## src/rtl/mem_port_arbiter.sv

```systemverilog
// Two-port arbiter in front of the single-ported Memory: CPU data port and display refresh.
// One registered transaction at a time, round-robin with a display urgent override.
//
// state      | meaning
// -----------+--------------------------------------------------------------
// ST_IDLE    | waiting; arbitrate and latch the winner onto the mem_* pins
// ST_ISSUE   | mem_* presented to Memory; read data captured at end of cycle
// ST_RESP    | winner's ack is high; strobes are low; back to idle next
module mem_port_arbiter #(
    parameter int ADDR_W = 18,
    parameter int DATA_W = 32,
    parameter int CNT_W  = 16
) (
    input  logic              clock,
    input  logic              reset,
    input  logic              cpu_req,
    input  logic              cpu_we,
    input  logic              cpu_byte,
    input  logic [ADDR_W-1:0] cpu_addr,
    input  logic [DATA_W-1:0] cpu_wdata,
    output logic              cpu_ack,
    output logic [DATA_W-1:0] cpu_rdata,
    input  logic              vid_req,
    input  logic              vid_urgent,
    input  logic [ADDR_W-1:0] vid_addr,
    output logic              vid_ack,
    output logic [DATA_W-1:0] vid_rdata,
    output logic              mem_isWrite,
    output logic              mem_byteWrite,
    output logic              mem_byteRead,
    output logic [ADDR_W-1:0] mem_address,
    output logic [DATA_W-1:0] mem_writeData,
    input  logic [DATA_W-1:0] mem_data,
    output logic              busy,
    output logic [CNT_W-1:0]  contention_cnt
);

    localparam logic [1:0] ST_IDLE  = 2'd0;
    localparam logic [1:0] ST_ISSUE = 2'd1;
    localparam logic [1:0] ST_RESP  = 2'd2;

    logic [1:0]        state_q, state_d;
    logic              last_vid_q, last_vid_d;
    logic              owner_vid_q, owner_vid_d;
    logic              is_write_q, is_write_d;
    logic              byte_write_q, byte_write_d;
    logic              byte_read_q, byte_read_d;
    logic [ADDR_W-1:0] address_q, address_d;
    logic [DATA_W-1:0] write_data_q, write_data_d;
    logic              cpu_ack_q, cpu_ack_d;
    logic              vid_ack_q, vid_ack_d;
    logic [DATA_W-1:0] cpu_rdata_q, cpu_rdata_d;
    logic [DATA_W-1:0] vid_rdata_q, vid_rdata_d;
    logic [CNT_W-1:0]  cnt_q, cnt_d;
    logic              pick_vid;

    // On a tie the display wins if urgent or if the CPU had the last grant.
    assign pick_vid = vid_req && (!cpu_req || vid_urgent || !last_vid_q);

    always_comb begin
        state_d      = state_q;
        last_vid_d   = last_vid_q;
        owner_vid_d  = owner_vid_q;
        is_write_d   = is_write_q;
        byte_write_d = byte_write_q;
        byte_read_d  = byte_read_q;
        address_d    = address_q;
        write_data_d = write_data_q;
        cpu_ack_d    = 1'b0;
        vid_ack_d    = 1'b0;
        cpu_rdata_d  = cpu_rdata_q;
        vid_rdata_d  = vid_rdata_q;
        cnt_d        = cnt_q;
        case (state_q)
            ST_IDLE: begin
                if (cpu_req && vid_req && (cnt_q != {CNT_W{1'b1}})) begin
                    cnt_d = cnt_q + 1'b1;
                end
                if (cpu_req || vid_req) begin
                    state_d     = ST_ISSUE;
                    owner_vid_d = pick_vid;
                    last_vid_d  = pick_vid;
                    if (pick_vid) begin
                        address_d    = vid_addr;
                        is_write_d   = 1'b0;
                        byte_write_d = 1'b0;
                        byte_read_d  = 1'b0;
                    end else begin
                        address_d    = cpu_addr;
                        write_data_d = cpu_wdata;
                        is_write_d   = cpu_we;
                        byte_write_d = cpu_we && cpu_byte;
                        byte_read_d  = !cpu_we && cpu_byte;
                    end
                end
            end
            ST_ISSUE: begin
                state_d      = ST_RESP;
                is_write_d   = 1'b0;
                byte_write_d = 1'b0;
                byte_read_d  = 1'b0;
                if (owner_vid_q) begin
                    vid_ack_d   = 1'b1;
                    vid_rdata_d = mem_data;
                end else begin
                    cpu_ack_d = 1'b1;
                    if (!is_write_q) begin
                        cpu_rdata_d = mem_data;
                    end
                end
            end
            ST_RESP: begin
                state_d = ST_IDLE;
            end
            default: begin
                state_d = ST_IDLE;
            end
        endcase
    end

    always_ff @(posedge clock or posedge reset) begin
        if (reset) begin
            state_q      <= ST_IDLE;
            last_vid_q   <= 1'b1;
            owner_vid_q  <= 1'b0;
            is_write_q   <= 1'b0;
            byte_write_q <= 1'b0;
            byte_read_q  <= 1'b0;
            address_q    <= '0;
            write_data_q <= '0;
            cpu_ack_q    <= 1'b0;
            vid_ack_q    <= 1'b0;
            cpu_rdata_q  <= '0;
            vid_rdata_q  <= '0;
            cnt_q        <= '0;
        end else begin
            state_q      <= state_d;
            last_vid_q   <= last_vid_d;
            owner_vid_q  <= owner_vid_d;
            is_write_q   <= is_write_d;
            byte_write_q <= byte_write_d;
            byte_read_q  <= byte_read_d;
            address_q    <= address_d;
            write_data_q <= write_data_d;
            cpu_ack_q    <= cpu_ack_d;
            vid_ack_q    <= vid_ack_d;
            cpu_rdata_q  <= cpu_rdata_d;
            vid_rdata_q  <= vid_rdata_d;
            cnt_q        <= cnt_d;
        end
    end

    assign cpu_ack        = cpu_ack_q;
    assign vid_ack        = vid_ack_q;
    assign cpu_rdata      = cpu_rdata_q;
    assign vid_rdata      = vid_rdata_q;
    assign mem_isWrite    = is_write_q;
    assign mem_byteWrite  = byte_write_q;
    assign mem_byteRead   = byte_read_q;
    assign mem_address    = address_q;
    assign mem_writeData  = write_data_q;
    assign busy           = (state_q != ST_IDLE);
    assign contention_cnt = cnt_q;

endmodule

```

## config.mk

```make
export PLATFORM = sky130hd
export DESIGN_NAME = mem_port_arbiter
export DESIGN_NICKNAME = d
export VERILOG_FILES = /design/src/rtl/mem_port_arbiter.sv
export SDC_FILE = /design/constraint.sdc
export NUM_CORES = 1
export LEC_CHECK = 0
export CAP_MARGIN = 20
export CORE_AREA = 2 2 118 131
export DETAILED_ROUTE_END_ITERATION = 8
export DIE_AREA = 0 0 120 133
export PLACE_DENSITY = 0.82
export SLEW_MARGIN = 20
export SYNTH_ARGS = -nofsm -noshare
export SYNTH_HDL_FRONTEND = slang
export SYNTH_SLANG_ARGS = --single-unit
```

## constraint.sdc

```tcl
create_clock -name clock -period 4.3 [get_ports clock]
set_input_delay 0.86 -clock clock [delete_from_list [all_inputs] [get_ports clock]]
set_output_delay 0.86 -clock clock [all_outputs]
set_load 0.05 [all_outputs]
```

[Yosys cells after proc, flatten, opt, wreduce, memory -nomap -nowiden]
Cells that the tools add are included.
Storage, ports and cells
  flip-flop bits (word level): 139
  latch bits: 0
  bits in writable memories: 0
  ROM bits: 0
  input port bits: 107
  output and inout bits: 136
  memories: 0
Cells by class
  $add $sub $neg: 1
  multiply operators: 0
  divide/modulo/power cells: 0
  magnitude comparators: 0
  equal/unequal tests: 3
  shifts and indexed selects: 0
  muxes and demuxes: 16
  bitwise operators: 3
  reductions and logical operators: 20
Operator list (count)
  $mux 18: 1
  $add 16x1->16 const B: 1
  $ne 16x16->1 const B: 1
  $mux 1: 10
  $reduce_and 2->1: 4
  $pmux 1 s2: 3
  $reduce_and 3->1: 2
  $logic_and 1x1->1: 5
  $pmux 2 s2: 1
  $reduce_bool 2->1: 2
  $logic_not 1->1: 3
  $logic_or 1x1->1: 3
  $not 1->1: 3
  $eq 2x1->1 const B: 1
  $logic_not 2->1: 1
  $mux 2: 1
  $ne 2x2->1 const B: 1

[Longest topological paths before layout]
  depth after elaboration: 7
  depth in mapped cells: 7
  depth with buffers taken out: 5

[Worst setup path before layout]
OpenSTA, ideal clock, no wires.
  kind: register -> register
  start: register cnt_q[0] (netlist: contention_cnt[0])
  end: register cnt_q[1] (netlist: contention_cnt[1])
  arrival: 2.001 ns
  slack: 2.171 ns
  stages on the path, launching flop included: 6
  path buffers: 0
  cell sequence: dfrtp_1 > ha_1 > nand4_1 > nor4_4 > nor2_1 > mux2_1
On the way
  longest elaborated chain between the ends: 3
  elaborated cells between the ends (all ways): 4
  classes of those cells: add/sub (1); eq/ne (1); reduce/logical (2)
RTL lines
  start, declared: RTL line 54  | logic [CNT_W-1:0] cnt_q, cnt_d;
  start signal, assigned: RTL line 149  | cnt_q <= cnt_d;
  parallel branches: the longest is 3 deep, another holds $add 16x1->16
Parallel ways; which one is timed is not known.
A chain may end at the register's enable or synchronous reset.

[Worst setup path after layout]
  start: input cpu_req
  end: register write_data_q[16] (netlist: mem_writeData[16])
On the way
  longest elaborated chain between the ends: 6
  elaborated cells between the ends (all ways): 7
  classes of those cells: bitwise (1); reduce/logical (6)
RTL lines
  start, declared: RTL line 16  | input logic cpu_req,
  $logic_not 1->1: RTL line 58  | assign pick_vid = vid_req && (!cpu_req || vid_urgent || !last_vid_q);
  $logic_or 1x1->1 (2 in series): RTL line 58
  $logic_and 1x1->1: RTL line 58
  $not 1->1 (no line)
  $reduce_and 3->1 (no line) (*)
  end signal, assigned: RTL line 144  | write_data_q <= write_data_d;
  end, declared: RTL line 49  | logic [DATA_W-1:0] write_data_q, write_data_d;
Every way passes the cells marked *; elsewhere a longest branch is shown, timed or not.

==> results.py <==
metrics = {
    "detailed_routing": {
        "drtIter0Drc": 198,
        "via_per_inst": 4.871,
        "routed_wl_um": 13770,
        "drc": 0,
        "vias": 4009,
        "ant_nets": 0,
        "first_pass_iters": 4,
        "wire_per_inst_um": 16.73,
    },
    "pwr": {
        "ir_drop_uv": 479.1,
        "leakagePower_nw": 3.604,
        "p_per_area_nw_per_um2": 955.3,
    },
    "setup_path": {
        "worst-path-buf-inv": 1,
        "crit_required_ps": 4580,
        "cp.arrival_ps": 3070,
        "critical_path_class": "in2reg",
        "crit_chain": "clkdlybuf4s50_1 -> nand2_1 -> o21ai_0 -> and2_4 -> mux2_1",
        "crit_slowest_cell": "and2_4",
        "start_kind": "input port",
        "slowest_delay_ps": 670,
        "r2r_slack_ps": 1840,
        "path_max_fanout": 50,
        "path_delay_family": "simple AND/OR/NAND/NOR gates",
        "end_kind": "flip-flop",
    },
    "cts": {
        "cts_num_sinks": 139,
        "cts_tree": "built",
        "post_cts.resized_instances": 0,
        "clkTransAtPathRegs_ps": 60,
        "numCtsBuffers": 17,
        "root_buffer": "clkbuf_16",
        "cts_hold_buf": 0,
        "clkLatencyLatePin_ps": 410,
        "postCtsSetupRepairBufs": 0,
        "clockBufferDepth": 2,
        "htreeDepth": 4,
    },
    "floorplanning": {
        "die_y_um": 133,
        "coreArea_um2": 14760,
        "num_rows": 47,
        "die_x_um": 120,
        "initial_core_util_pct": 36.95,
        "pin_count": 243,
        "dieArea_um2": 15960,
    },
    "finish": {
        "antennaDiodeCount": 0,
        "nets": 723,
        "mostFrequentLayoutCell": "clkdlybuf4s50_1",
        "multi_input_area_um2": 1869,
        "regArea_um2": 3480,
        "fin_cells": 823,
        "layout-drive-gt1-share_pct": 16.75,
        "fill_cells": 1178,
        "layout_common_cells": "242 x clkdlybuf4s50_1, 138 x dfrtp_1, 62 x mux2_2",
        "area_growth_pct": 58.71,
        "design_area_um2": 8656,
    },
    "yosys": {
        "ys_seq_area_share_pct": 63.80,
        "ys_ff_latch": 139,
        "synth_nets": 475,
        "yosys_warnings": 0,
        "ys_types": 34,
        "postSynthCellCount": 367,
        "netlist_area_um2": 5454,
        "postSynthAreaPerCell_um2": 14.86,
    },
    "flow_run": {
        "maxCapViolCount": 0,
    },
    "run_status": {
        "outcome": "completed",
    },
    "global_routing": {
        "antenna_found_initial": 0,
        "grt_first_pass_wirelength_um": 22290,
        "grt_max_degree": 79,
        "grt_pass1_vias": 4405,
        "overflow": 0,
        "grt_use_total_pct": 17.74,
    },
    "timing": {
        "post-route-period-util_pct": 64.71,
        "rsz0062_at_grt": "no",
        "finalCriticalPeriod_ps": 2783,
        "fin_setup_tns_ps": 0,
        "max_freq_ghz": 0.3594,
        "fin_skew_ps": 9.033,
        "setup_viol": 0,
        "tightestPinTransition_ps": 812.5,
        "slew_violations": 0,
        "final-hold-violation-count": 0,
        "relSlewSlack_pct": 45.78,
    },
    "placed_design": {
        "dpl-instance-area_um2": 8077,
        "place.gp.congestion": 0.8100,
        "portBuffers": 242,
        "hpwl_um": 10200,
        "dp.cells": 792,
    },
    "worst_hold_path": {
        "hp-class": "reg2reg",
    },
}
## registers in the layout, summed over array words and instances (netlist names)
| signal | cells |
|---|---|
| contention_cnt | 16 |
| mem_byteWrite | 1 |
| cpu_rdata | 32 |
| vid_rdata | 32 |
| mem_isWrite | 1 |
| mem_writeData | 32 |
| owner_vid_q | 1 |
| last_vid_q | 1 |
| cpu_ack | 1 |
| state_q | 2 |
| mem_byteRead | 1 |
| mem_address | 18 |
| vid_ack | 1 |
## final cells by class
class,instances,area share [%]
Sequential cell,139,40.20
Timing Repair Buffer,246,28.48
Multi-Input combinational cell,207,21.60
Clock buffer,20,5.276
Tap cell,196,2.833
Clock inverter,11,1.402
Inverter,4,0.2168
## final timing paths
check | to | cells past startpoint | startpoint
worst min register to register | mem_writeData[12] | 1 | mem_writeData[12]
min in group asynchronous | mem_writeData[3] | 2 | reset
worst min-delay path | mem_writeData[12] | 1 | mem_writeData[12]
max in group asynchronous | last_vid_q | 3 | reset
worst max register to register | mem_writeData[16] | 5 | state_q[0]
worst max-delay path | mem_writeData[16] | 5 | cpu_req
## worst reg2reg max path, delay by kind of cell (launching register included)
| kind | cells | cell delay (ps) |
|---|---|---|
| mux | 1 | 420 |
| simple gates | 3 | 1320 |
| buf+inv | 1 | 190 |
| flops | 1 | 400 |
## power by group
group / internal (W) / switching [W] / total, W
clock: 0.000877 / 0.000528 / 0.00141
sequential: 0.00193 / 0.000350 / 0.00228
combinational: 0.00167 / 0.00291 / 0.00458
## per-stage QoR
step / hold WS (ps) / total power [W] / utilization [%] / setup slack, ps
2_1_floorplan: 449.2 / 0.005307 / - / 1706
3_3_place_gp: 466.5 / 0.006804 / 54.70 / 866.5
3_5_place_dp: 474.8 / 0.006920 / 54.72 / 743.8
4_1_cts: 487.8 / 0.008353 / 58.63 / 1172
5_1_grt: 500.4 / 0.008633 / 58.64 / 1342
6_report: 482.1 / 0.008269 / 58.64 / 1517
## Yosys cell counts, drive strengths merged
library cell | n | share of area [%]
a21o | 2 | 0.28
a21oi | 4 | 0.37
a221o | 18 | 3.3
and2 | 19 | 2.2
and4bb | 2 | 0.46
buf | 13 | 1.6
clkbuf | 4 | 0.28
dfrtp | 138 | 63
dfstp | 1 | 0.48
ha | 1 | 0.23
inv | 4 | 0.28
mux2 | 97 | 20
nand2 | 10 | 0.69
nand2b | 1 | 0.11
nand3 | 7 | 0.64
nand4 | 6 | 0.69
nand4b | 1 | 0.16
nand4bb | 1 | 0.21
nor2 | 11 | 0.76
nor3 | 5 | 0.46
nor3b | 1 | 0.14
nor4 | 1 | 0.39
o21ai | 1 | 0.092
or2 | 2 | 0.23
or3 | 2 | 0.23
or4 | 1 | 0.21
xnor2 | 5 | 0.80
xor2 | 9 | 1.4
## metal layers
layer  wire length (um)  track usage, %  up-vias
met5                  0               0        -
met4                423           7.778        0
met3                938           5.129       35
met2               7231           31.22      170
met1               5178           19.85     1994
li1                   -               -     1810
## cells by family (layout without fill, tap and decap cells)
kind of cell / after synthesis / count (layout) / share of synthesized area (%)
and+or+nand+nor: 70 / 70 / 7.548
buffers and inverters: 21 / 281 / 2.110
xor gates and xnor gates: 14 / 14 / 2.248
adders and majority gates: 1 / 1 / 0.2294
muxes: 97 / 97 / 20.03
AOI/OAI and AO/OA: 25 / 25 / 4.037
DFF: 139 / 139 / 63.80
(Power assumes the default switching activity.)
